File: src/rtl/load_store_unit.sv
// MEM-stage load/store unit: turns one EX/MEM request into word-memory port
// cycles, with big-endian sub-word lanes, load extension and RMW sub-word stores.
module load_store_unit #(
  parameter int unsigned ADDR_WIDTH = 10
) (
  input  logic                  clock,
  input  logic                  reset,
  input  logic                  req_valid,
  input  logic [2:0]            req_op,
  input  logic [31:0]           req_addr,
  input  logic [31:0]           req_wdata,
  output logic                  busy,
  output logic                  done,
  output logic                  misaligned,
  output logic [31:0]           load_data,
  output logic [ADDR_WIDTH-1:0] mem_addr,
  output logic                  mem_we,
  output logic [31:0]           mem_wdata,
  input  logic [31:0]           mem_rdata
);
  localparam int unsigned DATA_W  = 32;
  localparam int unsigned BADDR_W = ADDR_WIDTH + 2;

  localparam logic [2:0] OP_LW  = 3'b000;
  localparam logic [2:0] OP_LH  = 3'b001;
  localparam logic [2:0] OP_LHU = 3'b010;
  localparam logic [2:0] OP_LB  = 3'b011;
  localparam logic [2:0] OP_LBU = 3'b100;
  localparam logic [2:0] OP_SW  = 3'b101;
  localparam logic [2:0] OP_SH  = 3'b110;

  typedef enum logic [2:0] {
    S_IDLE  = 3'd0,
    S_RD    = 3'd1,
    S_EXT   = 3'd2,
    S_MERGE = 3'd3,
    S_WR    = 3'd4
  } state_t;

  typedef struct packed {
    logic [2:0]         op;
    logic [BADDR_W-1:0] addr;
    logic [DATA_W-1:0]  wdata;
  } req_t;

  state_t            state, state_nxt;
  req_t              req_q;
  logic              accept_c, misalign_c, is_load;
  logic [4:0]        byte_sh, half_sh;
  logic [7:0]        rd_byte;
  logic [15:0]       rd_half;
  logic [DATA_W-1:0] ext_c, merge_c;
  logic              unused_addr;

  // Byte-address bits above the memory size wrap away.
  assign unused_addr = ^req_addr[31:BADDR_W];

  assign accept_c = (state == S_IDLE) && req_valid;
  assign is_load  = (req_q.op <= OP_LBU);

  // Alignment check on the live request, evaluated only when accepted.
  always_comb begin
    misalign_c = 1'b0;
    case (req_op)
      OP_LW, OP_SW:         misalign_c = (req_addr[1:0] != 2'b00);
      OP_LH, OP_LHU, OP_SH: misalign_c = req_addr[0];
      default:              misalign_c = 1'b0;
    endcase
  end

  always_ff @(posedge clock or posedge reset) begin
    if (reset) begin
      req_q <= '0;
    end else if (accept_c) begin
      req_q <= '{op: req_op, addr: req_addr[BADDR_W-1:0], wdata: req_wdata};
    end
  end

  always_ff @(posedge clock or posedge reset) begin
    if (reset) state <= S_IDLE;
    else       state <= state_nxt;
  end

  always_comb begin
    state_nxt = state;
    case (state)
      S_IDLE: begin
        if (req_valid && !misalign_c) begin
          if (req_op == OP_SW) state_nxt = S_WR;
          else                 state_nxt = S_RD;
        end
      end
      S_RD:    state_nxt = is_load ? S_EXT : S_MERGE;
      S_EXT:   state_nxt = S_IDLE;
      S_MERGE: state_nxt = S_IDLE;
      S_WR:    state_nxt = S_IDLE;
      default: state_nxt = S_IDLE;
    endcase
  end

  // Big-endian lanes: byte offset 0 is the most significant byte.
  assign byte_sh = {2'd3 - req_q.addr[1:0], 3'b000};
  assign half_sh = {~req_q.addr[1], 4'b0000};
  assign rd_byte = 8'(mem_rdata >> byte_sh);
  assign rd_half = 16'(mem_rdata >> half_sh);

  always_comb begin
    ext_c = mem_rdata;
    case (req_q.op)
      OP_LH:   ext_c = {{16{rd_half[15]}}, rd_half};
      OP_LHU:  ext_c = {16'h0000, rd_half};
      OP_LB:   ext_c = {{24{rd_byte[7]}}, rd_byte};
      OP_LBU:  ext_c = {24'h000000, rd_byte};
      default: ext_c = mem_rdata;
    endcase
  end

  always_comb begin
    if (req_q.op == OP_SH) begin
      merge_c = (mem_rdata & ~(32'h0000_FFFF << half_sh))
              | (32'(req_q.wdata[15:0]) << half_sh);
    end else begin
      merge_c = (mem_rdata & ~(32'h0000_00FF << byte_sh))
              | (32'(req_q.wdata[7:0]) << byte_sh);
    end
  end

  always_comb begin
    busy      = (state != S_IDLE);
    mem_we    = 1'b0;
    mem_wdata = '0;
    case (state)
      S_MERGE: begin
        mem_we    = 1'b1;
        mem_wdata = merge_c;
      end
      S_WR: begin
        mem_we    = 1'b1;
        mem_wdata = req_q.wdata;
      end
      default: ;
    endcase
  end

  assign mem_addr = req_q.addr[BADDR_W-1:2];

  // Completion pulse lands one cycle after the final state of each access.
  always_ff @(posedge clock or posedge reset) begin
    if (reset) begin
      done       <= 1'b0;
      misaligned <= 1'b0;
      load_data  <= '0;
    end else begin
      done       <= (accept_c && misalign_c) || (state == S_EXT)
                 || (state == S_MERGE) || (state == S_WR);
      misaligned <= accept_c && misalign_c;
      if (state == S_EXT) load_data <= ext_c;
    end
  end
endmodule

File: config.mk
export PLATFORM = sky130hd
export DESIGN_NAME = load_store_unit
export DESIGN_NICKNAME = d
export VERILOG_FILES = /design/src/rtl/load_store_unit.sv
export SDC_FILE = /design/constraint.sdc
export NUM_CORES = 1
export LEC_CHECK = 0
export BUFFER_PORTS_ARGS = -buffer_cell sky130_fd_sc_hd__buf_2
export CAP_MARGIN = 20
export CORE_AREA = 2 2 92 129
export CTS_CLUSTER_SIZE = 24
export DETAILED_ROUTE_END_ITERATION = 7
export DIE_AREA = 0 0 94 131
export GPL_ROUTABILITY_DRIVEN = 1
export GPL_TIMING_DRIVEN = 0
export PLACE_DENSITY = 0.71
export SETUP_SLACK_MARGIN = 0.1
export SLEW_MARGIN = 20
export SYNTH_ARGS = -nofsm -noshare
export SYNTH_HDL_FRONTEND = slang
export SYNTH_SLANG_ARGS = --single-unit
File: constraint.sdc
create_clock -name clock -period 8.15 [get_ports clock]
set_input_delay 2.0375 -clock clock [delete_from_list [all_inputs] [get_ports clock]]
set_output_delay 2.0375 -clock clock [all_outputs]
set_load 0.02 [all_outputs]
==> metrics.md, run 1 <==
| Metric | Value |
|---|---|
| Outcome | `complete, no violations` |
| Synthesized area | `4920 um^2` |
| Switching power | `1170 uW` |
| Logic pwr share | `55.9%` |
| Post-DP Area | `5926 um^2` |
| HPWL Detailed | `12.51 mm` |
| Wire per inst | `19.88 um` |
| Initial antenna violation count | `0` |
| Reg power frac | `29.4%` |
| Switch share | `44.43%` |
| Post-synth ARST share | `100.0%` |
| Clock Power Share | `14.6%` |
| Main combinational cell family by area after synthesis | `compound AO/OA/AOI/OAI gates` |
| Synth unique cells | `59` |
| Cell row count | `46` |
| Tightest Pin Transition | `677.7 ps` |
| Placer Congestion | `0.9512` |
| Synth Net Count | `577` |
| # H-tree levels | `3` |
| Final hold violations | `0` |
| Die area | `12310 um^2` |
| CTS max path bufs | `2` |
| Critical Path RT | `6110 ps` |
| Final min period | `4784 ps` |
| DRT antenna net count | `0` |
| Final hold slack | `494.5 ps` |
| Top_reg_cell synth | `dfrtp_1` |
| Sequential share of the synthesized area | `42.73%` |
| Area share of fa/ha/maj cells after synthesis | `0%` |
| Internal cell power | `1463 uW` |
| Static Leak | `0.002870 uW` |
| CP Capture Type | `output port` |
| Crit start category | `input pin` |
| Setup TNS | `0 ps` |
| Mapped Cells | `475` |
| Final setup vio count | `0` |
| Highest clock rate | `209.0 MHz` |
| Global Route Usage Sum | `25.98%` |
| Diodes inserted | `0` |
| DR vias/cell | `5.693` |
| PwrDens | `424.3 nW/um^2` |
| Slew HR | `54.67%` |
| Worst setup path class | `input pin to output port` |
| Layout area overhead | `26.12%` |
| Max-slew violation count | `0` |
| Largest net degree at the start of global routing | `56` |
| Synth Area in Simple Gates | `12.87%` |
| Final Skew | `6.214 ps` |
| Slowest CP cell | `o21ai_0` |
| Compound-gate portion of the synthesized area | `21.21%` |
| Core Area | `11220 um^2` |
| PostCTS Resize Cnt | `0` |
| VDD IR-drop max | `0.0001999 V` |
| Period utilisation layout | `58.70%` |
| Drc violations | `0` |
| CP arrival | `2750 ps` |
| CP max FO | `4` |
| Root Buffer | `clkbuf_16` |
| Die Wd | `94 um` |
| XOR/XNOR Fraction of Synth Area | `0.5341%` |
| Num CTS Buffers | `9` |
| Multiplexer share of the synthesized area | `15.90%` |
| Final nets | `748` |
| Fraction of layout cells with a size suffix above 1 | `44.09%` |
| PortBufs | `159` |
| Worst-path clk slew | `60 ps` |
| Mean Syn Cell Area | `10.36 um^2` |
| Total grt overflow | `0` |
| Crit-path cells | `buf_2 -> a21oi_1 -> o21ai_0 -> buf_2` |
| Post-route cell area | `6205 um^2` |
| Yosys reg bits | `84` |
| MaxCap Viol Count | `0` |
| Routed WL | `15.81 mm` |
| Clk sinks | `84` |
| Cts hold-fix bufs | `0` |
| Vias in the first global route | `4550` |
| Die height | `131 um` |
| Post-synth EDFFs | `0` |
| Yosys Warn Count | `0` |
| Overall power | `2633 uW` |
| Most common cell on crit path | `buf_2` |
| Clock Latency Late Sink | `350 ps` |
| First-pass GRT wire length | `24.12 mm` |
| Initial core utilization | `43.84%` |
| Fill cell count | `1044` |
| CP max stage delay | `250 ps` |
| Via Count | `4526` |
| Top Ports | `180` |
| CTS tree | `done` |
| DR pass1 iterations | `5` |
| RSZ-0062 raised after global routing | `false` |
| HP Class | `flip-flop to flip-flop` |
| Iter 0 DRT Violations | `241` |
| # Post-CTS Setup Buffers | `0` |
-- stage by stage --
step	util, %	setup slack (ps)	std cells
CTS	55.28	3390	795
global placement	52.53	2931	778
detailed placement	52.80	3390	779
floorplan	-	3534	475
finish	55.28	3366	795
global route	55.28	3318	795
-- area by class of cell --
class / instances / area (um^2) / share of cell area, %
multi-input cells: 339 / 2485 / 40.05
flip-flops and latches: 84 / 2102 / 33.88
repair buffers: 160 / 823.3 / 13.27
plain buffers: 42 / 295.3 / 4.759
clock buffers: 11 / 242.7 / 3.912
well taps: 144 / 180.2 / 2.904
inverters: 10 / 40.04 / 0.6453
clock inverters: 5 / 36.28 / 0.5848
-- Yosys cell counts, drive strengths merged, types with 2 or more instances --
| master | n | share of area (%) |
|---|---|---|
| dfrtp | 84 | 43 |
| nor2 | 48 | 4.2 |
| nand2 | 47 | 3.6 |
| mux2 | 45 | 10 |
| a21oi | 40 | 5.3 |
| buf | 38 | 5.7 |
| o21ai | 23 | 2.4 |
| nor3 | 17 | 1.7 |
| o21a | 15 | 2.3 |
| mux2i | 11 | 2.2 |
| a22o | 10 | 1.8 |
| o221ai | 10 | 1.8 |
| a211oi | 9 | 1.5 |
| inv | 9 | 0.69 |
| a221o | 8 | 1.6 |
| mux4 | 7 | 3.3 |
| nand2b | 7 | 0.89 |
| a221oi | 5 | 0.89 |
| o31a | 5 | 1.1 |
| clkbuf | 4 | 0.31 |
| nand3 | 3 | 0.31 |
| nand3b | 3 | 0.71 |
| a2bb2oi | 2 | 0.36 |
| a31oi | 2 | 0.38 |
| o211ai | 2 | 0.31 |
| o31ai | 2 | 0.31 |
| xnor2 | 2 | 0.36 |
-- cells in the final DEF, fill, tap and decap left out, drive strengths merged, types with 3 or more instances in the layout --
cell type | synthesis | layout
nand2b | 7 | 7
buf | 38 | 198
o221ai | 10 | 10
nor2 | 48 | 48
dfrtp | 84 | 84
o21ai | 23 | 23
a211oi | 9 | 9
o31a | 5 | 5
mux4 | 7 | 7
mux2i | 11 | 11
nand3 | 3 | 3
nand2 | 47 | 47
mux2 | 45 | 45
a21oi | 40 | 40
clkbuf | 4 | 15
o21a | 15 | 15
a22o | 10 | 10
a221oi | 5 | 5
nand3b | 3 | 3
nor3 | 17 | 17
a221o | 8 | 8
inv | 9 | 10
clkinvlp | 0 | 3
-- per-layer routing --
metal	track usage, %	routed length [um]	up-vias
met5	0	0	-
met1	30.66	6068	2163
met2	43.49	7839	234
li1	-	-	2074
met3	6.479	1146	55
met4	13.98	753	0
-- state kept, by name, indices dropped and copies added, names as in the netlist --
| register | cells |
|---|---|
| load_data | 32 |
| req_q | 37 |
| done | 1 |
| state | 3 |
| misaligned | 1 |
| mem_addr | 10 |
-- path summary, 6_finish.rpt --
| check | depth (start not counted) | endpoint | slack, ps | startpoint |
|---|---|---|---|---|
| max in group asynchronous | 3 | load_data[24] | 5840 | reset |
| max reg2reg | 6 | load_data[21] | 6280 | req_q[44] |
| min | 2 | load_data[0] | 490 | load_data[0] |
| min reg2reg | 2 | load_data[0] | 490 | load_data[0] |
| max | 4 | mem_wdata[29] | 3370 | mem_rdata[29] |
| min in group asynchronous | 2 | mem_addr[9] | 1690 | reset |
-- kinds of logic (layout without fill, tap and decap cells) --
| family | Yosys count | after routing |
|---|---|---|
| xor gates and xnor gates | 3 | 3 |
| muxes | 63 | 63 |
| and+or+nand+nor | 134 | 134 |
| AOI/OAI and AO/OA | 139 | 139 |
| buffers and inverters | 52 | 228 |
| DFF | 84 | 84 |
-- critical path: cells and delay by family --
kind	cells	cell delay, ps
buf+inv	2	380
compound gates	2	340
-- power by group through the flow --
| stage | combinational (uW) | clock [uW] | sequential [uW] |
|---|---|---|---|
| after floorplan | 991 | 0 | 840 |
| after global routing | 1590 | 413 | 796 |
| final | 1470 | 385 | 775 |
| after CTS | 1480 | 393 | 773 |
| after detailed placement | 1470 | 0 | 780 |
| after global placement | 1440 | 0 | 770 |
Power figures use the tool's default switching activity.
==> inputs of run 2 (changes only) <==
--- a/config.mk
+++ b/config.mk
@@ -13,7 +13,7 @@
 export DIE_AREA = 0 0 94 131
 export GPL_ROUTABILITY_DRIVEN = 1
 export GPL_TIMING_DRIVEN = 0
-export PLACE_DENSITY = 0.71
+export PLACE_DENSITY = 0.74
 export SETUP_SLACK_MARGIN = 0.1
 export SLEW_MARGIN = 20
 export SYNTH_ARGS = -nofsm -noshare
==> constraint.sdc (replaced) <==
create_clock -name clock -period 4.3 [get_ports clock]
set_input_delay 1.075 -clock clock [delete_from_list [all_inputs] [get_ports clock]]
set_output_delay 1.075 -clock clock [all_outputs]
set_load 0.02 [all_outputs]
==> metrics.md, run 2 (synthesis gave the netlist of run 1 again) <==
| Metric | Value |
|---|---|
| Post-route cell area | `6226 um^2 (+0.34%)` |
| Cell row count | `46 (unchanged)` |
| Hold_sp | `mem_addr[8]` |
| Worst-path clk slew | `60 ps (about the same)` |
| Layout area overhead | `26.55%` |
| Diodes inserted | `0 (unchanged)` |
| Via Count | `4487 (-0.86%)` |
| MaxCap Viol Count | `0 (unchanged)` |
| Met2 Track Usage GR | `43.53% (about the same)` |
| VDD IR-drop max | `0.0003680 V (+84%)` |
| Overall power | `5046 uW (+92%)` |
| PortBufs | `159 (unchanged)` |
| Routed WL | `15.37 mm (-2.8%)` |
| R2r setup slk | `2370 ps (-3910 ps)` |
| Final hold violations | `0 (unchanged)` |
| GR met3 Demand/Resource | `4.587% (-1.9 points)` |
| Die area | `12310 um^2 (unchanged)` |
| Cts hold-fix bufs | `0 (unchanged)` |
| Final Skew | `4.924 ps (-1.290 ps)` |
| Die height | `131 um (unchanged)` |
| Drc violations | `0 (unchanged)` |
| Max reg flops | `37 (unchanged)` |
| Static Leak | `0.002880 uW (+0.34%)` |
| DRT antenna net count | `0 (unchanged)` |
| Clock Latency Late Sink | `350 ps (about the same)` |
| # Post-CTS Setup Buffers | `0 (unchanged)` |
| CTS tree | `done` |
| CP Capture Type | `output port` |
| CP max FO | `10 (+6)` |
| Iter 0 DRT Violations | `309 (+28%)` |
| First-pass GRT wire length | `23.67 mm (-1.9%)` |
| Worst r2r src | `req_q[44]` |
| Worst hold path endpoint | `mem_addr[8]` |
| PostCTS Resize Cnt | `0 (unchanged)` |
| Clk sinks | `84 (unchanged)` |
| Outcome | `complete, no violations` |
| Total grt overflow | `0 (unchanged)` |
| Worst setup path class | `flip-flop to output port` |
| # H-tree levels | `3 (unchanged)` |
| Root Buffer | `clkbuf_16` |
| Largest net degree at the start of global routing | `49 (-13%)` |
| Global routing's busiest layer | `met2` |
| Finished Layout Cells | `795 (unchanged)` |
| DR vias/cell | `5.644 (-0.86%)` |
| Period utilisation layout | `76.45%` |
| R2R Path End | `load_data[17]` |
| Initial core utilization | `43.84% (unchanged)` |
| Wire per inst | `19.33 um (-2.8%)` |
| Final setup vio count | `0 (unchanged)` |
| Largest Register | `req_q` |
| DP Cell Count | `779 (unchanged)` |
| Slew HR | `51.60% (-3.1 points)` |
| Initial antenna violation count | `0 (unchanged)` |
| Max-slew violation count | `0 (unchanged)` |
| Fraction of layout cells with a size suffix above 1 | `44.24% (+0.15 points)` |
| Vias in the first global route | `4501 (-1.1%)` |
| Crit start category | `flip-flop` |
| PwrDens | `810.4 nW/um^2 (+91%)` |
| Final nets | `748 (unchanged)` |
| Top Ports | `180 (unchanged)` |
| Placer Congestion | `0.9553 (+0.43%)` |
| RSZ-0062 raised after global routing | `false` |
| Critical Path RT | `3220 ps (-2890 ps)` |
| CTS max path bufs | `2 (unchanged)` |
| Highest clock rate | `304.2 MHz` |
| Final min period | `3287 ps` |
| Hold Path Depth | `1 (-1)` |
| DR pass1 iterations | `7 (+2)` |
| Setup TNS | `0 ps (unchanged)` |
| Global Route Usage Sum | `25.38% (-0.60 points)` |
| CP arrival | `2210 ps (-540 ps)` |
| HP Class | `flip-flop to flip-flop` |
| Cells on worst reg2reg path | `6 (unchanged)` |
| Tightest Pin Transition | `723.5 ps (+45.78 ps)` |
| Die Wd | `94 um (unchanged)` |
| Core Area | `11220 um^2 (unchanged)` |
| Post-DP Area | `5926 um^2 (unchanged)` |
| Met1 usage | `30.86% (+0.20 points)` |
| Most common cell after layout, fill and taps aside | `buf_2` |
| Num CTS Buffers | `9 (unchanged)` |
| HPWL Detailed | `12.25 mm (-2.0%)` |
| Commonest cells after routing, fill and taps aside | `buf_2 (173), dfrtp_1 (84), nand2_1 (47), nor2_1 (45), mux2_2 (44)` |
run 2: cell types whose count changed in the layout (fill, tap and decap cells not counted):
| cell | change |
|---|---|
| clkbuf_1 | -1 |
| clkinv_4 | +1 |
| bufinv_16 | +1 |
| clkbuf_8 | -1 |
run 2: layer usage:
layer | part of all wire (%) | vias to the layer above
met5 | 0 | -
met1 | 39 | 2167
met3 | 6.7 | 33
met4 | 3.4 | 0
met2 | 51 | 210
li1 | - | 2077
run 2: worst max-delay path, stage by stage, from the launching register on:
cell and delay [ps]:
dfrtp_1 360, buf_4 180, nand3b_4 210, buf_2 210
nor2_1 420, o21a_1 190, a221o_1 130, buf_2 170
run 2: where the power goes:
part           internal (uW)  leakage, uW  total [uW]  switching (uW)
Clock                    451     0.000138         777             325
Combinational           1170      0.00176        2810            1630
Sequential              1190     0.000979        1460             269
Total                   2820      0.00288        5050            2230
run 2: worst max path at each step:
| stage | start | endpoint | slack [ps] | depth (start not counted) |
|---|---|---|---|---|
| after floorplan | reset | done | 1060 | 1 |
| after global placement | reset | load_data[28] | 150 | 2 |
| after detailed placement | req_q[44] | mem_wdata[11] | 1410 | 7 |
| after CTS | req_q[44] | mem_wdata[11] | 1000 | 7 |
| after global routing | req_q[33] | mem_wdata[11] | 890 | 7 |
| final | req_q[44] | mem_wdata[11] | 1010 | 7 |
run 2: cell type report:
| type | instances | area (um^2) |
|---|---|---|
| flip-flops and latches | 84 | 2102 |
| inverters | 10 | 40.04 |
| fillers | 1032 | 4997 |
| plain buffers | 42 | 295.3 |
| multi-input cells | 339 | 2485 |
| repair buffers | 160 | 823.3 |
| clock buffers | 9 | 225.2 |
| clock inverters | 7 | 75.07 |
| well taps | 144 | 180.2 |
run 2: per-stage QoR:
stage	hold WS, ps	worst slack, ps	util (%)
global route	511.4	892.1	55.47
CTS	504.1	1004	55.47
floorplan	480.5	1060	-
finish	508.4	1013	55.47
detailed placement	490.5	1409	52.80
global placement	485.4	145.0	52.53
